$ cat config.mk
export PLATFORM = sky130hd
export DESIGN_NAME = uart_rx_function_module
export DESIGN_NICKNAME = d
export VERILOG_FILES = /design/src/rtl/uart_pkg.sv /design/src/rtl/rx_bps_module.sv /design/src/rtl/uart_rx_function_module.sv
export SDC_FILE = /design/constraint.sdc
export NUM_CORES = 1
export LEC_CHECK = 0
export CELL_PAD_IN_SITES_DETAIL_PLACEMENT = 1
export CELL_PAD_IN_SITES_GLOBAL_PLACEMENT = 1
export CORE_MARGIN = 8
export CORE_UTILIZATION = 49
export CTS_CLUSTER_SIZE = 10
export DETAILED_ROUTE_END_ITERATION = 10
export PLACE_DENSITY_LB_ADDON = 0.08
export REMOVE_ABC_BUFFERS = 1
export SYNTH_ARGS = -nofsm -noshare
export SYNTH_HDL_FRONTEND = slang
export SYNTH_SLANG_ARGS = --single-unit
$ cat constraint.sdc
create_clock -name CLK -period 5.15 [get_ports CLK]
set_clock_uncertainty 0.1 [all_clocks]
set_input_delay 0.7725 -clock CLK [delete_from_list [all_inputs] [get_ports CLK]]
set_output_delay 0.7725 -clock CLK [all_outputs]
set_load 0.01 [all_outputs]
$ cat src/rtl/uart_pkg.sv
// -----------------------------------------------------------------------------
// uart_pkg
// Shared UART definitions: data width, receiver FSM state encoding and the
// clocks-per-bit helper used to size the baud counter.
// -----------------------------------------------------------------------------
package uart_pkg;

  localparam int UART_DATA_W = 8;

  typedef enum logic [2:0] {
    ST_IDLE  = 3'd0,
    ST_START = 3'd1,
    ST_DATA  = 3'd2,
    ST_STOP  = 3'd3,
    ST_DONE  = 3'd4
  } rx_state_e;

  // Number of system clock cycles per serial bit (integer division).
  function automatic int bps_div(input int clk_freq, input int baud);
    return clk_freq / baud;
  endfunction

endpackage

$ cat src/rtl/rx_bps_module.sv
// -----------------------------------------------------------------------------
// rx_bps_module
// Baud counter for the UART receiver. Counts 0..BPS_DIV-1 while count_en is
// high and raises BPS_Strobe for one cycle when the count sits at BPS_DIV/2,
// i.e. in the middle of each bit period measured from the last clear.
// Ports:
//   CLK, RSTn   clock, asynchronous active-low reset
//   count_en    advance the counter this cycle
//   clear       restart the counter at 0 (wins over count_en)
//   BPS_Strobe  registered mid-bit sample strobe
// -----------------------------------------------------------------------------
module rx_bps_module #(
  parameter int BPS_DIV = 5208
) (
  input  logic CLK,
  input  logic RSTn,
  input  logic count_en,
  input  logic clear,
  output logic BPS_Strobe
);

  localparam int CNT_W = $clog2(BPS_DIV);
  localparam logic [CNT_W-1:0] CNT_MAX  = CNT_W'(BPS_DIV - 1);
  localparam logic [CNT_W-1:0] CNT_HALF = CNT_W'(BPS_DIV / 2);

  logic [CNT_W-1:0] count_d, count_q;
  logic             strobe_d, strobe_q;

  // Next count and strobe; the strobe is computed from the next count so the
  // registered strobe is high exactly while count_q equals the half-bit value.
  always_comb begin
    count_d  = count_q;
    strobe_d = 1'b0;
    if (clear) begin
      count_d = {CNT_W{1'b0}};
    end else if (count_en) begin
      if (count_q == CNT_MAX) begin
        count_d = {CNT_W{1'b0}};
      end else begin
        count_d = count_q + CNT_W'(1);
      end
      strobe_d = (count_d == CNT_HALF);
    end else begin
      count_d = count_q;
    end
  end

  // Counter and strobe registers.
  always_ff @(posedge CLK or negedge RSTn) begin
    if (!RSTn) begin
      count_q  <= {CNT_W{1'b0}};
      strobe_q <= 1'b0;
    end else begin
      count_q  <= count_d;
      strobe_q <= strobe_d;
    end
  end

  assign BPS_Strobe = strobe_q;

endmodule

$ cat src/rtl/uart_rx_function_module.sv
// -----------------------------------------------------------------------------
// uart_rx_function_module
// 8N1 UART receiver, LSB first. The raw line is synchronised, a 1->0 edge
// while enabled starts a frame, each bit is sampled at mid-bit and a good
// stop bit publishes the byte. A low stop bit reports a framing error.
// Ports:
//   CLK, RSTn    clock, asynchronous active-low reset
//   RX_Pin_In    raw serial line (idle high, asynchronous)
//   RX_En_Sig    receive enable; dropping it mid-frame aborts the frame
//   RX_Data      last correctly framed byte
//   RX_Done_Sig  one-cycle pulse, RX_Data updated this cycle
//   RX_Err_Sig   one-cycle pulse, stop bit sampled low
//   RX_Busy      high while a frame is in progress
// -----------------------------------------------------------------------------
module uart_rx_function_module
  import uart_pkg::*;
#(
  parameter int CLK_FREQ = 50_000_000,
  parameter int BAUD     = 9_600
) (
  input  logic                   CLK,
  input  logic                   RSTn,
  input  logic                   RX_Pin_In,
  input  logic                   RX_En_Sig,
  output logic [UART_DATA_W-1:0] RX_Data,
  output logic                   RX_Done_Sig,
  output logic                   RX_Err_Sig,
  output logic                   RX_Busy
);

  localparam int BPS_DIV = bps_div(CLK_FREQ, BAUD);

  rx_state_e state_d, state_q;
  logic [2:0]             idx_d, idx_q;
  logic [UART_DATA_W-1:0] shift_d, shift_q;
  logic [UART_DATA_W-1:0] data_d, data_q;
  logic                   done_d, done_q;
  logic                   err_d, err_q;
  logic                   busy_d, busy_q;
  logic                   sync1_q, sync2_q, hist_q;

  logic line_s;
  logic fall_s;
  logic clear_s;
  logic count_en_s;
  logic strobe_s;

  // Two-stage synchroniser plus one history stage for edge detection.
  always_ff @(posedge CLK or negedge RSTn) begin
    if (!RSTn) begin
      sync1_q <= 1'b1;
      sync2_q <= 1'b1;
      hist_q  <= 1'b1;
    end else begin
      sync1_q <= RX_Pin_In;
      sync2_q <= sync1_q;
      hist_q  <= sync2_q;
    end
  end

  assign line_s     = sync2_q;
  assign fall_s     = hist_q & ~sync2_q;
  assign count_en_s = (state_q == ST_START) || (state_q == ST_DATA) ||
                      (state_q == ST_STOP);

  rx_bps_module #(
    .BPS_DIV (BPS_DIV)
  ) u_bps (
    .CLK        (CLK),
    .RSTn       (RSTn),
    .count_en   (count_en_s),
    .clear      (clear_s),
    .BPS_Strobe (strobe_s)
  );

  // Receiver FSM: next state, shift register, bit index and output pulses.
  always_comb begin
    state_d = state_q;
    idx_d   = idx_q;
    shift_d = shift_q;
    data_d  = data_q;
    done_d  = 1'b0;
    err_d   = 1'b0;
    clear_s = 1'b0;
    case (state_q)
      ST_IDLE: begin
        if (RX_En_Sig && fall_s) begin
          state_d = ST_START;
          clear_s = 1'b1;
        end else begin
          state_d = ST_IDLE;
        end
      end
      ST_START: begin
        if (!RX_En_Sig) begin
          state_d = ST_IDLE;
        end else if (strobe_s) begin
          // A line that is high again at mid start bit was only a glitch.
          if (!line_s) begin
            state_d = ST_DATA;
            idx_d   = 3'd0;
          end else begin
            state_d = ST_IDLE;
          end
        end else begin
          state_d = ST_START;
        end
      end
      ST_DATA: begin
        if (!RX_En_Sig) begin
          state_d = ST_IDLE;
        end else if (strobe_s) begin
          shift_d[idx_q] = line_s;
          if (idx_q == 3'd7) begin
            state_d = ST_STOP;
          end else begin
            idx_d = idx_q + 3'd1;
          end
        end else begin
          state_d = ST_DATA;
        end
      end
      ST_STOP: begin
        if (!RX_En_Sig) begin
          state_d = ST_IDLE;
        end else if (strobe_s) begin
          // Leaving at mid stop bit leaves half a bit to catch the next start.
          if (line_s) begin
            state_d = ST_DONE;
          end else begin
            state_d = ST_IDLE;
            err_d   = 1'b1;
          end
        end else begin
          state_d = ST_STOP;
        end
      end
      ST_DONE: begin
        data_d  = shift_q;
        done_d  = 1'b1;
        state_d = ST_IDLE;
      end
      default: begin
        state_d = ST_IDLE;
      end
    endcase
    busy_d = (state_d != ST_IDLE);
  end

  // FSM state, datapath and registered outputs.
  always_ff @(posedge CLK or negedge RSTn) begin
    if (!RSTn) begin
      state_q <= ST_IDLE;
      idx_q   <= 3'd0;
      shift_q <= {UART_DATA_W{1'b0}};
      data_q  <= {UART_DATA_W{1'b0}};
      done_q  <= 1'b0;
      err_q   <= 1'b0;
      busy_q  <= 1'b0;
    end else begin
      state_q <= state_d;
      idx_q   <= idx_d;
      shift_q <= shift_d;
      data_q  <= data_d;
      done_q  <= done_d;
      err_q   <= err_d;
      busy_q  <= busy_d;
    end
  end

  assign RX_Data     = data_q;
  assign RX_Done_Sig = done_q;
  assign RX_Err_Sig  = err_q;
  assign RX_Busy     = busy_q;

endmodule

==> results of run 1 <==
[cell families after synthesis]
kind of cell             Yosys count  synth area share [%]
AND/OR/NAND/NOR                   72                  18.2
flip-flops                        42                  50.1
AO/OA/AOI/OAI                     40                  14.4
multiplexers                      21                  11.1
buffers and inverters             18                  3.62
adder cells (fa/ha/maj)            3                  1.78
XOR/XNOR                           2                 0.832
[through the flow]
| step | power (mW) | area, um^2 | utilization [%] | setup slack, ns | hold WS, ns |
|---|---|---|---|---|---|
| 2_1_floorplan | 0.385 | 2060 | - | 3.16 | 0.245 |
| 3_3_place_gp | 0.404 | 2260 | 53.3 | 2.60 | 0.247 |
| 3_5_place_dp | 0.408 | 2260 | 53.3 | 2.51 | 0.249 |
| 4_1_cts | 0.627 | 2350 | 55.4 | 2.82 | 0.261 |
| 5_1_grt | 0.649 | 2350 | 55.4 | 2.67 | 0.263 |
| 6_report | 0.619 | 2350 | 55.4 | 2.78 | 0.259 |
[worst max-delay path by stage]
stage                                               to
after global placement          shift_q[6]$_DFFE_PN0P_
final                           shift_q[2]$_DFFE_PN0P_
after floorplan           u_bps.count_q[4]$_DFFE_PN0P_
after CTS                       shift_q[2]$_DFFE_PN0P_
after detailed placement        shift_q[2]$_DFFE_PN0P_
after global routing            shift_q[2]$_DFFE_PN0P_
[final cells by class]
type                    count  area, um^2
flip-flops and latches     42        1050
well taps                  52        65.1
multi-input cells         138         975
inverters                   7        26.3
clock inverters             1        5.00
repair buffers             14         135
fillers                   465        1890
clock buffers               7        86.3
[worst max-delay path, cell delays in order]
cell	delay, ns
clkdlybuf4s50_1	0.53
nand3b_1	0.11
or3_1	0.42
nor3_1	0.23
mux2_2	0.37
[metal layers]
layer	up-vias	GRT usage (%)
met5	-	0
met3	4	2.84
li1	747	-
met2	29	27.4
met4	0	5.71
met1	810	19.2
[report_power, final]
part	switching [mW]	internal, mW
clock network	0.110	0.108
registers	0.0122	0.339
logic	0.0289	0.0211
[synth_stat cells (all sizes together) (4+ instances only)]
library cell  number
nor2              12
nand3             10
inv                7
dfrtp             39
nand2             14
nand4              4
o21bai             4
clkbuf             9
a22o               6
mux2              18
a21o               5
a21oi              6
nor3              11
[sequential cells by signal, indices dropped and copies added (netlist names), 3 cells and up]
signal,cells
shift_q,8
u_bps.count_q,13
idx_q,3
state_q,3
RX_Data,8
==> impl_metrics.yaml, run 1 <==
outcome:
  status: "finished, final reports clean"
clocking:
  path_clk_slew_ns: 0.08
  numCtsBuffers: 5
  cts-resized-gates: 0
  cts_root_buffer: "clkbuf_8"
  cts_tree: "built"
  cts_hold_buf: 0
  clock_path_buffers: 2
  cts.sinks: 42
  clk_latency_ns: 0.29
  h-tree-depth: 2
  post-cts-setup-buffer-count: 0
timing:
  setup_viol: 0
  fin_setup_tns_ns: 0
  slew_headroom_pct: 37.5
  maxSlewViolCount: 0
  tightest_slew_ns: 0.938
  fmaxAchievable_mhz: 423
  fin_crit_sh_pct: 46.0
  hold_viol: 0
  post-route-min-period_ns: 2.37
  rsz0062_at_grt: "no"
final_layout:
  layout_commonest_cell: "dfrtp_1"
  mostFrequentLayoutCells: "39 x dfrtp_1, 18 x mux2_2, 14 x nand2_1"
  final_nets: 215
  antennaDiodeCount: 0
  syn_to_final_growth_pct: 11.5
  layout-drive-gt1-share_pct: 14.8
  stdcell_count: 261
synthesis:
  netlist_area_um2: 2110
  syn_avg_cell_area_um2: 10.6
  yosysSeqAreaShare_pct: 50.1
  synth_flop_cell: "dfrtp_1"
  async_flop_share_pct: 100
  yosys.area.top_type: "dfrtp_1"
  synth_cell_types: 44
  synth_edf_count: 0
  syn_inst: 198
  synth_top_area_share_pct: 46.3
  synth_warnings: 0
  ys_ff_latch: 42
  synth_area_leaders: "dfrtp_1 46%, mux2_2 9.6%, dfstp_2 3.7%"
global_routing:
  grt_pass1_vias: 1653
  grt.overflow.total: 0
  grt_start_max_net_pins: 43
  grt_pass1_wl_um: 8270
  grtUsageTotal_pct: 15.8
  antenna_found_initial: 0
pwr:
  peakVddDrop_mv: 0.164
  powerDensity_nw_per_um2: 264
  p_leak_nw: 1.02
drt:
  postRouteAntennaNets: 0
  drt_wl_total_um: 4880
  met1_length_um: 2000
  wl_met2_um: 2640
  dr.pass1.iters: 4
  met3_wirelength_um: 205
  drt-initial-drc-count: 95
  via_count: 1590
  wire_per_inst_um: 18.7
  routed_via_density: 6.09
  top_layer_used: "met4"
  route.detailed.drc: 0
setup_path:
  worst_ep_arrival_time_ns: 2.44
  rrSetupSlack_ns: 2.96
  end_kind: "flop"
  rr_worst_depth: 4
  crit_path_max_fanout: 4
  startpoint_type: "primary input"
  criticalPathCategory: "in -> reg"
  crit_start: "RX_En_Sig"
  rr_endpoint: "u_bps.count_q[4]$_DFFE_PN0P_"
  r2r_start: "u_bps.count_q[9]$_DFFE_PN0P_"
  crit_required_ns: 5.22
min_path:
  hold_depth: 0
  min_to: "line_s$_DFF_PN1_"
  hp-class: "reg -> reg"
  min-delay-start: "sync1_q$_DFF_PN1_"
place:
  place_inst: 253
  io_buffers: 14
  gp_congestion: 0.918
  place_hpwl_um: 3510
floorplan:
  start_util_pct: 49.7
  die_h_um: 81.6
  core_um2: 4230
  die_area_um2: 6650
  ios: 15
  rows: 24
  die_x_um: 81.6
flow_run:
  cap_viol_max_count: 0
No activity file was read; power rests on OpenSTA's default activity.
==> inputs of run 2 (changes only) <==
- CORE_UTILIZATION: 49 -> 46
- clock period: 5.15 -> 2.3 ns (I/O delays scaled with it)
==> impl_metrics.yaml, run 2 (same netlist as run 1, synthesis figures left out) <==
clocking:
  cts_hold_buf: 1
  clk_latency_ns: 0.29
  cts.sinks: 42
  numCtsBuffers: 5
  path_clk_slew_ns: 0.08
  cts-resized-gates: 0
  h-tree-depth: 2
  cts_root_buffer: "clkbuf_8"
  post-cts-setup-buffer-count: 0
  cts_tree: "built"
  clock_path_buffers: 2
setup_path:
  cpPeakStageDelay_ns: 0.48
  crit_path_max_fanout: 13
  end_kind: "flop"
  crit_family: "compound AO/OA/AOI/OAI gates"
  cp_num_buf_inv: 0
  worstPathCellList: "o21ba_2, o31a_1, nand4_1, nor4_1"
  criticalPathCategory: "reg -> reg"
  crit_required_ns: 2.36
  crit_slowest_cell: "dfrtp_1"
  startpoint_type: "flop"
  rrSetupSlack_ns: 0.21
  worst_ep_arrival_time_ns: 2.15
drt:
  route.detailed.drc: 0
  wire_per_inst_um: 18.2
  drt-initial-drc-count: 79
  via_count: 1629
  postRouteAntennaNets: 0
  drt_wl_total_um: 4920
  dr.pass1.iters: 4
  routed_via_density: 6.03
final_layout:
  mostFrequentLayoutCells: "39 x dfrtp_1, 18 x mux2_2, 14 x nand2_1"
  syn_to_final_growth_pct: 15.6
  nFillCells: 497
  final_cell_area_um2: 2430
  final_nets: 224
  largest_reg_flops: 13
  antennaDiodeCount: 0
  layout-drive-gt1-share_pct: 18.3
  layout_commonest_cell: "dfrtp_1"
  largest-register: "u_bps.count_q"
flow_run:
  cap_viol_max_count: 0
place:
  place_hpwl_um: 3640
  io_buffers: 14
  gp_congestion: 0.895
  placed_cell_area_um2: 2330
  post-place-ws_ns: 0.0917
outcome:
  status: "finished, final reports clean"
min_path:
  hp-class: "reg -> reg"
global_routing:
  grtUsageTotal_pct: 14.6
  grt_start_max_net_pins: 28
  antenna_found_initial: 0
  grt_pass1_wl_um: 8490
  grt.overflow.total: 0
  grt_pass1_vias: 1718
pwr:
  cellInternalPower_mw: 1.06
  seq_power_share_pct: 56.0
  p_sw_share_pct: 24.5
  finalPower_mw: 1.40
  power_frac_clock_pct: 35.2
  peakVddDrop_mv: 0.333
  combinationalPowerShare_pct: 8.8
  p_switching_mw: 0.343
  powerDensity_nw_per_um2: 575
  p_leak_nw: 1.07
timing:
  fin_setup_tns_ns: 0
  setup_viol: 0
  maxSlewViolCount: 0
  slew_headroom_pct: 57.9
  hold_viol: 0
  fin_crit_sh_pct: 91.0
  rsz0062_at_grt: "no"
  tightest_slew_ns: 0.630
  whs_ns: 0.267
  post-route-min-period_ns: 2.09
  setup_slack_ns: 0.206
  fmaxAchievable_mhz: 478
floorplan:
  die_area_um2: 7000
  core_um2: 4380
  start_util_pct: 48.0
  ios: 15
  rows: 24
  die_x_um: 83.7
  die_h_um: 83.7
==> run 2: cell count changes in the layout (fill, tap and decap cells not counted), sizes merged <==
cell,delta
clkbuf,-1
clkinvlp,+1
buf,+8
dlygate4sd3,+1
==> run 2: path summary, 6_finish.rpt <==
check                                startpoint                    endpoint  cells after the start
max reg2reg                state_q[2]$_DFF_PN0_  u_bps.BPS_Strobe$_DFF_PN0_                      4
min                           sync1_q$_DFF_PN1_            line_s$_DFF_PN1_                      0
max                        state_q[2]$_DFF_PN0_  u_bps.BPS_Strobe$_DFF_PN0_                      4
max in group asynchronous                  RSTn            line_s$_DFF_PN1_                      3
min in group asynchronous                  RSTn        state_q[2]$_DFF_PN0_                      2
min reg2reg                   sync1_q$_DFF_PN1_            line_s$_DFF_PN1_                      0
==> run 2: cell type report <==
cell class              count  area [um^2]  share of cell area (%)
clock inverters             2         12.5                   0.514
flip-flops and latches     42         1050                    43.3
well taps                  52         65.1                    2.67
repair buffers             23          218                    8.95
clock buffers               6         82.6                    3.39
inverters                   7         26.3                    1.08
multi-input cells         138          975                    40.1
==> run 2: through the flow <==
step                util, %  cells
floorplan                 -    187
global placement       53.1    261
detailed placement     53.1    261
CTS                    55.5    270
global route           55.5    270
finish                 55.5    270
==> run 2: power groups by stage <==
stage               clock network (mW)  logic (mW)  registers [mW]
global placement                     0       0.118           0.797
CTS                              0.511       0.126           0.784
finish                           0.492       0.123           0.784
floorplan                            0      0.0695           0.792
global route                     0.538       0.139           0.788
detailed placement                   0       0.123           0.798
==> run 2: metal layers <==
metal | track usage, % | wire [um] | vias up
met1 | 17.4 | 2170 | 834
met3 | 3.42 | 151 | 4
met2 | 25.0 | 2550 | 24
met4 | 4.71 | 53 | 0
li1 | - | - | 767
met5 | 0 | 0 | -
